<file path="src/rtl/pixel_plot_buffer.sv">
// pixel_plot_buffer: range-checks plot requests against the screen, queues
// in-range pixels as {linear address, colour} and drains them into the
// framebuffer write port under memory backpressure.
module pixel_plot_buffer #(
  parameter int unsigned DEPTH  = 4,
  parameter int unsigned WIDTH  = 160,
  parameter int unsigned HEIGHT = 120
) (
  input  logic        clk,
  input  logic        rst,
  input  logic [7:0]  in_x,
  input  logic [6:0]  in_y,
  input  logic [2:0]  in_colour,
  input  logic        in_plot,
  output logic        in_ready,
  output logic [14:0] fb_addr,
  output logic [2:0]  fb_data,
  output logic        fb_we,
  input  logic        fb_ready,
  output logic        idle,
  output logic [7:0]  drop_count,
  output logic [15:0] wr_count
);

  localparam int unsigned PTR_W  = (DEPTH > 1) ? $clog2(DEPTH) : 1;
  localparam int unsigned CNT_W  = PTR_W + 1;
  localparam int unsigned ADDR_W = 15;
  localparam int unsigned COL_W  = 3;
  localparam int unsigned ENT_W  = ADDR_W + COL_W;

  // Limits widened by one bit so a limit equal to the coordinate range still compares correctly
  localparam logic [8:0]        X_LIM     = 9'(WIDTH);
  localparam logic [7:0]        Y_LIM     = 8'(HEIGHT);
  localparam logic [ADDR_W-1:0] ROW_PITCH = ADDR_W'(WIDTH);
  localparam logic [CNT_W-1:0]  CNT_FULL  = CNT_W'(DEPTH);

  logic [ENT_W-1:0]  mem_q [DEPTH];
  logic [ENT_W-1:0]  mem_d [DEPTH];
  logic [PTR_W-1:0]  wr_ptr_q, wr_ptr_d;
  logic [PTR_W-1:0]  rd_ptr_q, rd_ptr_d;
  logic [CNT_W-1:0]  count_q, count_d;
  logic [7:0]        drop_cnt_q, drop_cnt_d;
  logic [15:0]       wr_cnt_q, wr_cnt_d;

  logic              empty_c;
  logic              full_c;
  logic              in_range_c;
  logic              push_c;
  logic              drop_c;
  logic              pop_c;
  logic [ADDR_W-1:0] new_addr_c;
  logic [ENT_W-1:0]  head_c;

  // Handshake, range check, FIFO bookkeeping and counters
  always_comb begin
    mem_d      = mem_q;
    wr_ptr_d   = wr_ptr_q;
    rd_ptr_d   = rd_ptr_q;
    count_d    = count_q;
    drop_cnt_d = drop_cnt_q;
    wr_cnt_d   = wr_cnt_q;

    empty_c    = (count_q == '0);
    full_c     = (count_q == CNT_FULL);
    in_range_c = ({1'b0, in_x} < X_LIM) && ({1'b0, in_y} < Y_LIM);
    push_c     = in_plot && !full_c && in_range_c;
    drop_c     = in_plot && !full_c && !in_range_c;
    pop_c      = !empty_c && fb_ready;
    new_addr_c = ADDR_W'(in_y) * ROW_PITCH + ADDR_W'(in_x);
    head_c     = mem_q[rd_ptr_q];

    if (push_c) begin
      mem_d[wr_ptr_q] = {new_addr_c, in_colour};
      wr_ptr_d        = wr_ptr_q + PTR_W'(1);
    end
    if (pop_c) begin
      rd_ptr_d = rd_ptr_q + PTR_W'(1);
      wr_cnt_d = wr_cnt_q + 16'd1;
    end

    case ({push_c, pop_c})
      2'b10:   count_d = count_q + CNT_W'(1);
      2'b01:   count_d = count_q - CNT_W'(1);
      default: count_d = count_q;
    endcase

    if (drop_c && (drop_cnt_q != 8'hFF)) begin
      drop_cnt_d = drop_cnt_q + 8'd1;
    end
  end

  // State registers with synchronous reset
  always_ff @(posedge clk) begin
    if (rst) begin
      for (int i = 0; i < int'(DEPTH); i++) begin
        mem_q[i] <= '0;
      end
      wr_ptr_q   <= '0;
      rd_ptr_q   <= '0;
      count_q    <= '0;
      drop_cnt_q <= '0;
      wr_cnt_q   <= '0;
    end else begin
      mem_q      <= mem_d;
      wr_ptr_q   <= wr_ptr_d;
      rd_ptr_q   <= rd_ptr_d;
      count_q    <= count_d;
      drop_cnt_q <= drop_cnt_d;
      wr_cnt_q   <= wr_cnt_d;
    end
  end

  // Outputs depend only on registered state; address/data forced to 0 when idle
  assign in_ready   = !full_c;
  assign fb_we      = !empty_c;
  assign fb_addr    = fb_we ? head_c[ENT_W-1:COL_W] : '0;
  assign fb_data    = fb_we ? head_c[COL_W-1:0] : '0;
  assign idle       = empty_c;
  assign drop_count = drop_cnt_q;
  assign wr_count   = wr_cnt_q;

endmodule

</file>
<file path="config.mk">
export PLATFORM = sky130hd
export DESIGN_NAME = pixel_plot_buffer
export DESIGN_NICKNAME = d
export VERILOG_FILES = /design/src/rtl/pixel_plot_buffer.sv
export SDC_FILE = /design/constraint.sdc
export NUM_CORES = 1
export LEC_CHECK = 0
export ABC_AREA = 0
export ABC_CLOCK_PERIOD_IN_PS = 3660
export CAP_MARGIN = 0
export CORE_ASPECT_RATIO = 1.75
export CORE_MARGIN = 8
export CORE_UTILIZATION = 55
export CTS_CLUSTER_DIAMETER = 100
export DETAILED_ROUTE_END_ITERATION = 8
export HOLD_SLACK_MARGIN = 0.1
export PLACE_DENSITY = 0.8
export REMOVE_ABC_BUFFERS = 1
export SYNTH_ARGS = -nofsm -noshare
export SYNTH_HDL_FRONTEND = slang
export SYNTH_SLANG_ARGS = --single-unit
</file>
<file path="constraint.sdc">
create_clock -name clk -period 3.66 [get_ports clk]
set_input_delay 0.732 -clock clk [delete_from_list [all_inputs] [get_ports clk]]
set_output_delay 0.732 -clock clk [all_outputs]
set_load 0.05 [all_outputs]
</file>
* After elaboration in Yosys (flattened, before gate mapping)
Index checks and enable logic that the tools add are counted.
Widths: inputs -> output; s select.
** Storage, ports and cells
- Register bits :: 103
- Input bits :: 22
- Output and inout port bits :: 45
- Word-level logic and storage cells :: 49
** Cells by class
- $add $sub $neg :: 7
- Multipliers :: 1
- Order comparisons :: 5
- Eq/ne operators :: 4
- Mux-type cells :: 9
- Bitwise operators :: 2
- Reductions and logical operators :: 12
** Operators with widths (number)
- $bwmux 72 :: 1
- $mux 18 :: 3
- $bmux 18 s2 :: 1
- $demux 18 s2 :: 1
- $add 16x1->16 const B :: 1
- $add 15x8->15 :: 1
- $mux 15 :: 1
- $mul 7x3->10 const B :: 1
- $add 8x1->8 const B :: 1
- $lt 8x8->1 const B :: 1
- $ne 8x8->1 const B :: 1
- $logic_and 1x1->1 :: 7
- $lt 7x7->1 const B :: 1
- $ge 3x3->1 const B :: 2
- $not 2->3 :: 2
- $pmux 3 s2 :: 1
- $add 2x1->2 const B :: 2
- $add 3x1->3 const B :: 1
- $eq 3x3->1 const B :: 1
- $logic_not 1->1 :: 3
- $logic_not 3->1 :: 1
- $lt 3x1->1 const B :: 1
- $mux 3 :: 1
- $sub 3x1->3 const B :: 1
- 3 further kinds :: 3

* Logic depth before layout (Yosys ltp)
Gate-level depths: netlist of run 1.
- Depth after elaboration :: 6
- Depth in mapped cells :: 9
- Depth with buffers taken out :: 8

* Least setup slack after synthesis of run 1
Ideal clock, no wire load.
- Path kind :: in2reg
- Start point :: input port in_y[1]
- End point :: register mem_q[17] (netlist name)
- Library setup time :: 86 ps
- Data arrival time :: 3038 ps
- Data required time :: 3574 ps
- Slack :: 536 ps
- Stages :: 8
- Buffers on the path :: 0
- Cell sequence :: ha_1 > ha_1 > fa_1 > a211oi_1 > nor2_1 > or2_2 > o41a_1 > a211oi_1
** On the way
- Longest elaborated chain between the ends :: 3
- Elaborated cells on any way between the ends :: 6
- Those cells by class :: 1 x add/sub; 1 x mul; 1 x order compare; 1 x mux; 2 x reduce/logical
** RTL lines
- from (decl) :: line 12 : input logic [6:0] in_y,
- $mul 7x3->10 or $lt 7x7->1 (tied branches) :: line 69, 65
- $add 15x8->15 or $logic_and 1x1->1 (tied branches) :: line 69, 65
- $bwmux 72 or $logic_and 1x1->1 (tied branches) :: line 73, 66
- to (signal assigned) :: line 104 : mem_q <= mem_d;
- to (decl) :: line 37 : logic [ENT_W-1:0] mem_q [DEPTH];
Several ways; a longest one is shown, not always the timed one.
A chain may end at the register's enable or synchronous reset.

* Worst setup path in the final report of run 1
- Start point :: input port in_y[1]
- End point :: register mem_q[53] (netlist name)
Same word-level chain as after synthesis.

==> summary.txt, run 1 <==
Total CTS buffers: 9
DRT met1 WL: 4630 µm
ANT cells: 0
Critical Path RT: 3910 ps
Final hold vios: 0
I/O Pins: 67
Pwr dens: 536 nW/µm²
Worst-Skew Late Latency: 340 ps
CTS tree: done
RR Endpoint: count_q[2]
# placed instances: 738
Hold Crit Endpoint: mem_q[37]
Gr ovfl total: 0
CTS clock-pin slew for the worst setup and hold paths: 60 ps
DR top layer: met4
Share of cells above drive strength 1: 9.62%
Area grow syn2layout: 20.9%
Vias in the first global route: 4113
Skew final: 4.42 ps
Commonest non-fill, non-tap cell in the layout: dfxtp_1
First-pass GRT wire length: 19000 µm
Flop2flop setup slack: 1250 ps
Initial Util: 56.1%
Final-report max-slew violation count: 0
Critical Path Max Stage Delay: 460 ps
Min Tclk post-route: 3360 ps
Design area: 6080 µm²
Share of the synthesized area in the top cell type: 41.0%
# setup viols final: 0
Die footprint: 12600 µm²
GRT Total Usage: 18.9%
Nets: 674
Die H: 143 µm
Synth warnings: 0
RSZ-0062 raised after global routing: no
Routed wl met2: 6210 µm
Reg2Reg Depth: 8
Final Cycle Share: 91.8%
Root buf cell: clkbuf_16
Post_cts resized: 0
Met3 wire len: 648 µm
Area contributors post-synth: dfxtp_1, mux4_2, nand2_1, a21oi_1, nor2_1
Cell Area, Placed: 5790 µm²
Hold Crit Class: reg -> reg
Final ANT Viol Nets: 0
CP Class: in -> reg
DRT Wirelength: 11600 µm
DRC: 0
Synth cell types: 49
Gp weighted congestion: 0.909
IO buf count: 66
Crit path buf inv count: 1
Pre-antenna DRT Iters: 6
Critical-path cell list: clkdlybuf4s50_1 -> ha_1 -> ha_1 -> fa_1 -> a211oi_1 -> nor2_1 -> or2_2 -> o41a_1 -> a211oi_1
Worst Setup SP: in_y[1]
Origin of the critical flop-to-flop path: count_q[2]
Postcts setup bufs: 0
Worst slew margin: 57.2%
Iteration-0 DRC Markers: 218
CP arrival: 3610 ps
Clock Path Buffers: 2
Synth area leader: dfxtp_1
Final setup TNS: 0 ps
Commonest non-fill, non-tap cells in the layout: dfxtp_1, nand2_1, nor2_1
Vias per cell: 5.54
# fillers: 735
Via count: 4180
Most used DFF post-synth: dfxtp_1
Initial antenna violation count: 0
Yosys reg bits: 103
Status: finished, final reports clean
Hold depth: 2
Min-delay src: mem_q[37]
CP Capture Type: flop
Post-CTS Hold Fix Bufs: 0
H-tree levels: 3
Avg WL per Cell: 15.4 µm
Syn Area/Cell: 8.86 µm²
HPWL Detailed: 8110 µm
Hold WS: 454 ps
EDFF count, synth: 0
Max IR drop VDD: 0.320 mV
Syn Inst Count: 568
CP max FO: 4
Worst path slowest cell: o41a_1
Sequential-to-total area share from yosys stat: 41.0%
Core Rows: 46
Final core utilization: 67.8%
Die Width: 88.3 µm
Actual slew at the worst max-slew pin: 641 ps
Clock Sinks: 103
Core Region: 8980 µm²
Number of max-cap violations: 0
Max Clock Freq: 298 MHz
Kind of cell adding the most delay to the critical path: compound AO/OA/AOI/OAI gates
Final std cells w/o fill: 754
Setup crit start kind: input pin
Static Leak: 0.00209 µW
Post-synthesis async set-or-reset flop share: 0%
Largest net degree at the start of global routing: 32
Netlist Area Pre-Place: 5030 µm²
==> Yosys cell counts, types with 4 or more instances <==
master and instances:
nand4b_1 4, o21bai_1 5, nor2_1 67, clkbuf_1 20, or3_1 6, nand4_1 5, buf_2 5, nand2_1 96
inv_1 19, a31oi_1 4, nand3_1 11, ha_1 20, a21oi_1 56, xnor2_1 20, nor2b_1 19, o21ai_0 11
mux4_2 18, nor3_1 8, a211oi_1 21, nor4_1 4, xor2_1 9, dfxtp_1 103
==> registers in the layout (all words and copies together) (netlist names) <==
| name | flops |
|---|---|
| mem_q | 72 |
| count_q | 3 |
| rd_ptr_q | 2 |
| wr_ptr_q | 2 |
| wr_count | 16 |
| drop_count | 8 |
==> cells by family after synthesis <==
group                    count (synthesis)  share of synthesized area (%)
flip-flops                             103                           41.0
multiplexers                            21                           8.65
adder cells (fa/ha/maj)                 23                           6.16
XOR/XNOR                                30                           5.52
buffers and inverters                   52                           5.02
AO/OA/AOI/OAI                          107                           12.9
AND/OR/NAND/NOR                        232                           20.8
==> through the flow <==
step	setup WS [ps]	power (µW)
floorplan	-253	2000
global placement	48.1	2330
detailed placement	-43.1	2360
CTS	295	3290
global route	164	3420
finish	299	3260
==> worst max path at each step <==
| stage | endpoint | slack (ps) | depth (start not counted) |
|---|---|---|---|
| 6_report | mem_q[53] | 300 | 9 |
| 3_3_place_gp | mem_q[71] | 50 | 9 |
| 4_1_cts | mem_q[53] | 290 | 9 |
| 2_1_floorplan | fb_we | -250 | 2 |
| 3_5_place_dp | mem_q[53] | -40 | 9 |
| 5_1_grt | mem_q[71] | 160 | 9 |
==> tightest hold or removal path, stage by stage (launching register included) <==
cell and delay [ps]:
dfxtp_1 310, nand2_1 50, a21oi_1 50
==> report_power, final <==
group          internal (µW)  switching [µW]  total, µW
logic                    414             654       1070
registers               1190            59.9       1250
clock network            548             392        940
total                   2160            1110       3260
==> cell type report <==
type                       count  area (µm²)  area share (%)
multi-input combinational    413        2720            44.8
sequential                   103        2060            33.9
timing repair buffer          83         783            12.9
clock buffer                  13         250            4.11
tap                          120         150            2.47
inverter                      19        71.3            1.17
clock inverter                 3        42.5           0.699
==> metal layers <==
layer  vias up  track usage (%)
li1       2067                -
met5         -                0
met3         9             4.05
met4         0             6.64
met1      2000             21.0
met2       104             33.8
(Power assumes the default switching activity.)
==> run 2: changes to the inputs <==
--- a/config.mk
+++ b/config.mk
@@ -10,11 +10,11 @@
 export CAP_MARGIN = 0
 export CORE_ASPECT_RATIO = 1.75
 export CORE_MARGIN = 8
-export CORE_UTILIZATION = 55
+export CORE_UTILIZATION = 54
 export CTS_CLUSTER_DIAMETER = 100
 export DETAILED_ROUTE_END_ITERATION = 8
 export HOLD_SLACK_MARGIN = 0.1
-export PLACE_DENSITY = 0.8
+export PLACE_DENSITY = 0.79
 export REMOVE_ABC_BUFFERS = 1
 export SYNTH_ARGS = -nofsm -noshare
 export SYNTH_HDL_FRONTEND = slang
==> run 2 against run 1 <==
Against the previous run: sequential power is essentially flat; critical endpoint is now mem_q[71]; count of clock-buffer cells in the layout down 2; routed wire length increased by 3.5%; non-clock buffer count up 1; power up 6.0%; core utilization fell by 0.073 points; hold slack worse by 0.93 ps; die area rose by 1.6%; worst setup slack got worse by 29 ps; clock skew increased by 1.6 ps; sequential share of layout area shrank 0.39 points; clock power rose by 18%.
==> summary.txt, run 2 (synthesis gave the netlist of run 1 again) <==
Static Leak: 0.00213 µW (+2.0%)
Die footprint: 12800 µm² (+1.6%)
CP max FO: 4 (unchanged)
Nets: 675 (+0.15%)
Sequential Area: 2060 µm² (unchanged)
GRT Total Usage: 19.8% (+0.90 points)
ANT cells: 0 (unchanged)
Largest reg by FF count: mem_q
Max IR drop VDD: 0.316 mV (-1.3%)
Commonest non-fill, non-tap cells in the layout: dfxtp_1, nand2_1, nor2_1
Vias in the first global route: 4354 (+5.9%)
Total CTS buffers: 9 (unchanged)
Max Clock Freq: 295 MHz (-0.85%)
First-pass GRT wire length: 20000 µm (+5.2%)
Critical Path RT: 3910 ps (about the same)
Critical-path cell list: clkdlybuf4s50_1 -> ha_1 -> ha_1 -> fa_1 -> a211oi_1 -> nor2_1 -> or2_2 -> o41a_1 -> a211oi_1
CP Capture Type: flop
Core Region: 9090 µm² (+1.3%)
Gp weighted congestion: 0.785 (-14%)
Flop2flop setup slack: 1220 ps (-30 ps)
Root buf cell: clkbuf_16
RSZ-0062 raised after global routing: no
Worst slew margin: 52.7% (-4.4 points)
Cell Area, Placed: 5800 µm² (+0.13%)
Core Rows: 46 (unchanged)
Hold Crit Endpoint: mem_q[59]
Vias per cell: 5.57 (+0.46%)
Switching Fraction: 32.9% (-0.99 points)
Clock Sinks: 103 (unchanged)
Reg2Reg Depth: 8 (unchanged)
Sequential Power Share: 36.3% (-2.1 points)
Postcts setup bufs: 0 (unchanged)
Avg WL per Cell: 15.9 µm (+3.4%)
Status: finished, final reports clean
Iteration-0 DRC Markers: 294 (+35%)
DRC: 0 (unchanged)
CTS clock-pin slew for the worst setup and hold paths: 70 ps (about the same)
Gr ovfl total: 0 (unchanged)
Setup crit start kind: input pin
Largest net degree at the start of global routing: 40 (+25%)
Worst-Skew Late Latency: 350 ps (about the same)
Min Tclk post-route: 3390 ps (+28.8 ps)
Area of the multi-input gates: 2720 µm² (unchanged)
Pwr dens: 562 nW/µm² (+4.8%)
Initial antenna violation count: 0 (unchanged)
Final hold vios: 0 (unchanged)
Design area: 6150 µm² (+1.2%)
Worst path slowest cell: o41a_1
IO buf count: 66 (unchanged)
Min-delay src: mem_q[59]
DRT Wirelength: 12000 µm (+3.5%)
Final ANT Viol Nets: 0 (unchanged)
Area grow syn2layout: 22.3%
Post_cts resized: 0 (unchanged)
Final std cells w/o fill: 755 (+0.13%)
RR Endpoint: count_q[2]
CTS tree: done
HPWL Detailed: 8330 µm (+2.6%)
Origin of the critical flop-to-flop path: count_q[2]
Skew final: 6.03 ps (+1.61 ps)
# placed instances: 739 (+0.14%)
Pre-antenna DRT Iters: 4 (-2)
Hold Crit Class: reg -> reg
Post-CTS Hold Fix Bufs: 0 (unchanged)
Internal power: 2320 µW (+7.6%)
Critical Path Max Stage Delay: 460 ps (about the same)
Die Width: 89.0 µm (+0.76%)
Die H: 144 µm (+0.82%)
I/O Pins: 67 (unchanged)
Actual slew at the worst max-slew pin: 709 ps (+67.9 ps)
Share of cells above drive strength 1: 10.2% (+0.61 points)
Largest register FFs: 72 (unchanged)
Final setup TNS: 0 ps (unchanged)
Final Cycle Share: 92.6% (+0.79 points)
Commonest non-fill, non-tap cell in the layout: dfxtp_1
# setup viols final: 0 (unchanged)
CP arrival: 3640 ps (+30 ps)
Comb power frac: 31.4% (-1.3 points)
Clock Path Buffers: 2 (unchanged)
P_sw: 1140 µW (+2.9%)
Hold depth: 2 (unchanged)
# fillers: 779 (+6.0%)
CP Class: in -> reg
H-tree levels: 3 (unchanged)
Initial Util: 55.4% (-0.71 points)
Number of max-cap violations: 0 (unchanged)
Clock share of power: 32.2% (+3.4 points)
Final-report max-slew violation count: 0 (unchanged)
Via count: 4205 (+0.60%)
[run 2: changes by cell type in the layout (fill, tap and decap cells not counted), sizes merged]
cell,change
bufinv,+2
clkbuf,-2
buf,+1
clkinv,+1
clkinvlp,-1
[run 2: layout make-up]
cell class / instances / share of cell area (%)
multi-input cells: 413 / 44.3
clock inverters: 5 / 1.69
clock buffers: 11 / 4.11
well taps: 120 / 2.44
inverters: 19 / 1.16
flip-flops and latches: 103 / 33.5
repair buffers: 84 / 12.8
[run 2: worst max path at each step]
stage | startpoint | endpoint | slack, ps | cells after the start
3_5_place_dp | in_y[1] | mem_q[71] | -40 | 9
6_report | in_y[1] | mem_q[71] | 270 | 9
4_1_cts | in_y[1] | mem_q[71] | 270 | 9
5_1_grt | in_y[1] | mem_q[17] | 90 | 9
2_1_floorplan | count_q[0] | fb_we | -250 | 2
3_3_place_gp | in_y[1] | mem_q[71] | 40 | 9
[run 2: stage by stage]
step                utilization [%]  hold slack (ps)  power [µW]  worst slack, ps
global placement               63.8              438        2330             39.2
CTS                            67.7              457        3480              274
global route                   67.7              472        3610             90.6
finish                         67.7              453        3460              270
floorplan                         -              427        2000             -253
detailed placement             63.8              448        2370            -42.5
[run 2: worst max-delay path: cells and delay by family]
family | cells | cell delay, ps
AOI/OAI and AO/OA | 3 | 1070
adders and majority gates | 3 | 1000
buffers and inverters | 1 | 450
and+or+nand+nor | 2 | 400
[run 2: power groups by stage]
stage               Clock, µW  Sequential, µW  Combinational (µW)
finish                   1110            1260                1090
detailed placement          0            1280                1090
CTS                      1120            1260                1100
global route             1170            1270                1180
floorplan                   0            1350                 653
global placement            0            1270                1060
[run 2: routing by layer]
metal	global-route usage (%)	up-vias	routed length (µm)	share of wire, %
met5	0	-	0	0
met4	8.29	0	274	2.3
met3	4.86	27	735	6.1
li1	-	2073	-	-
met2	36.1	113	6420	53
met1	20.6	1992	4590	38
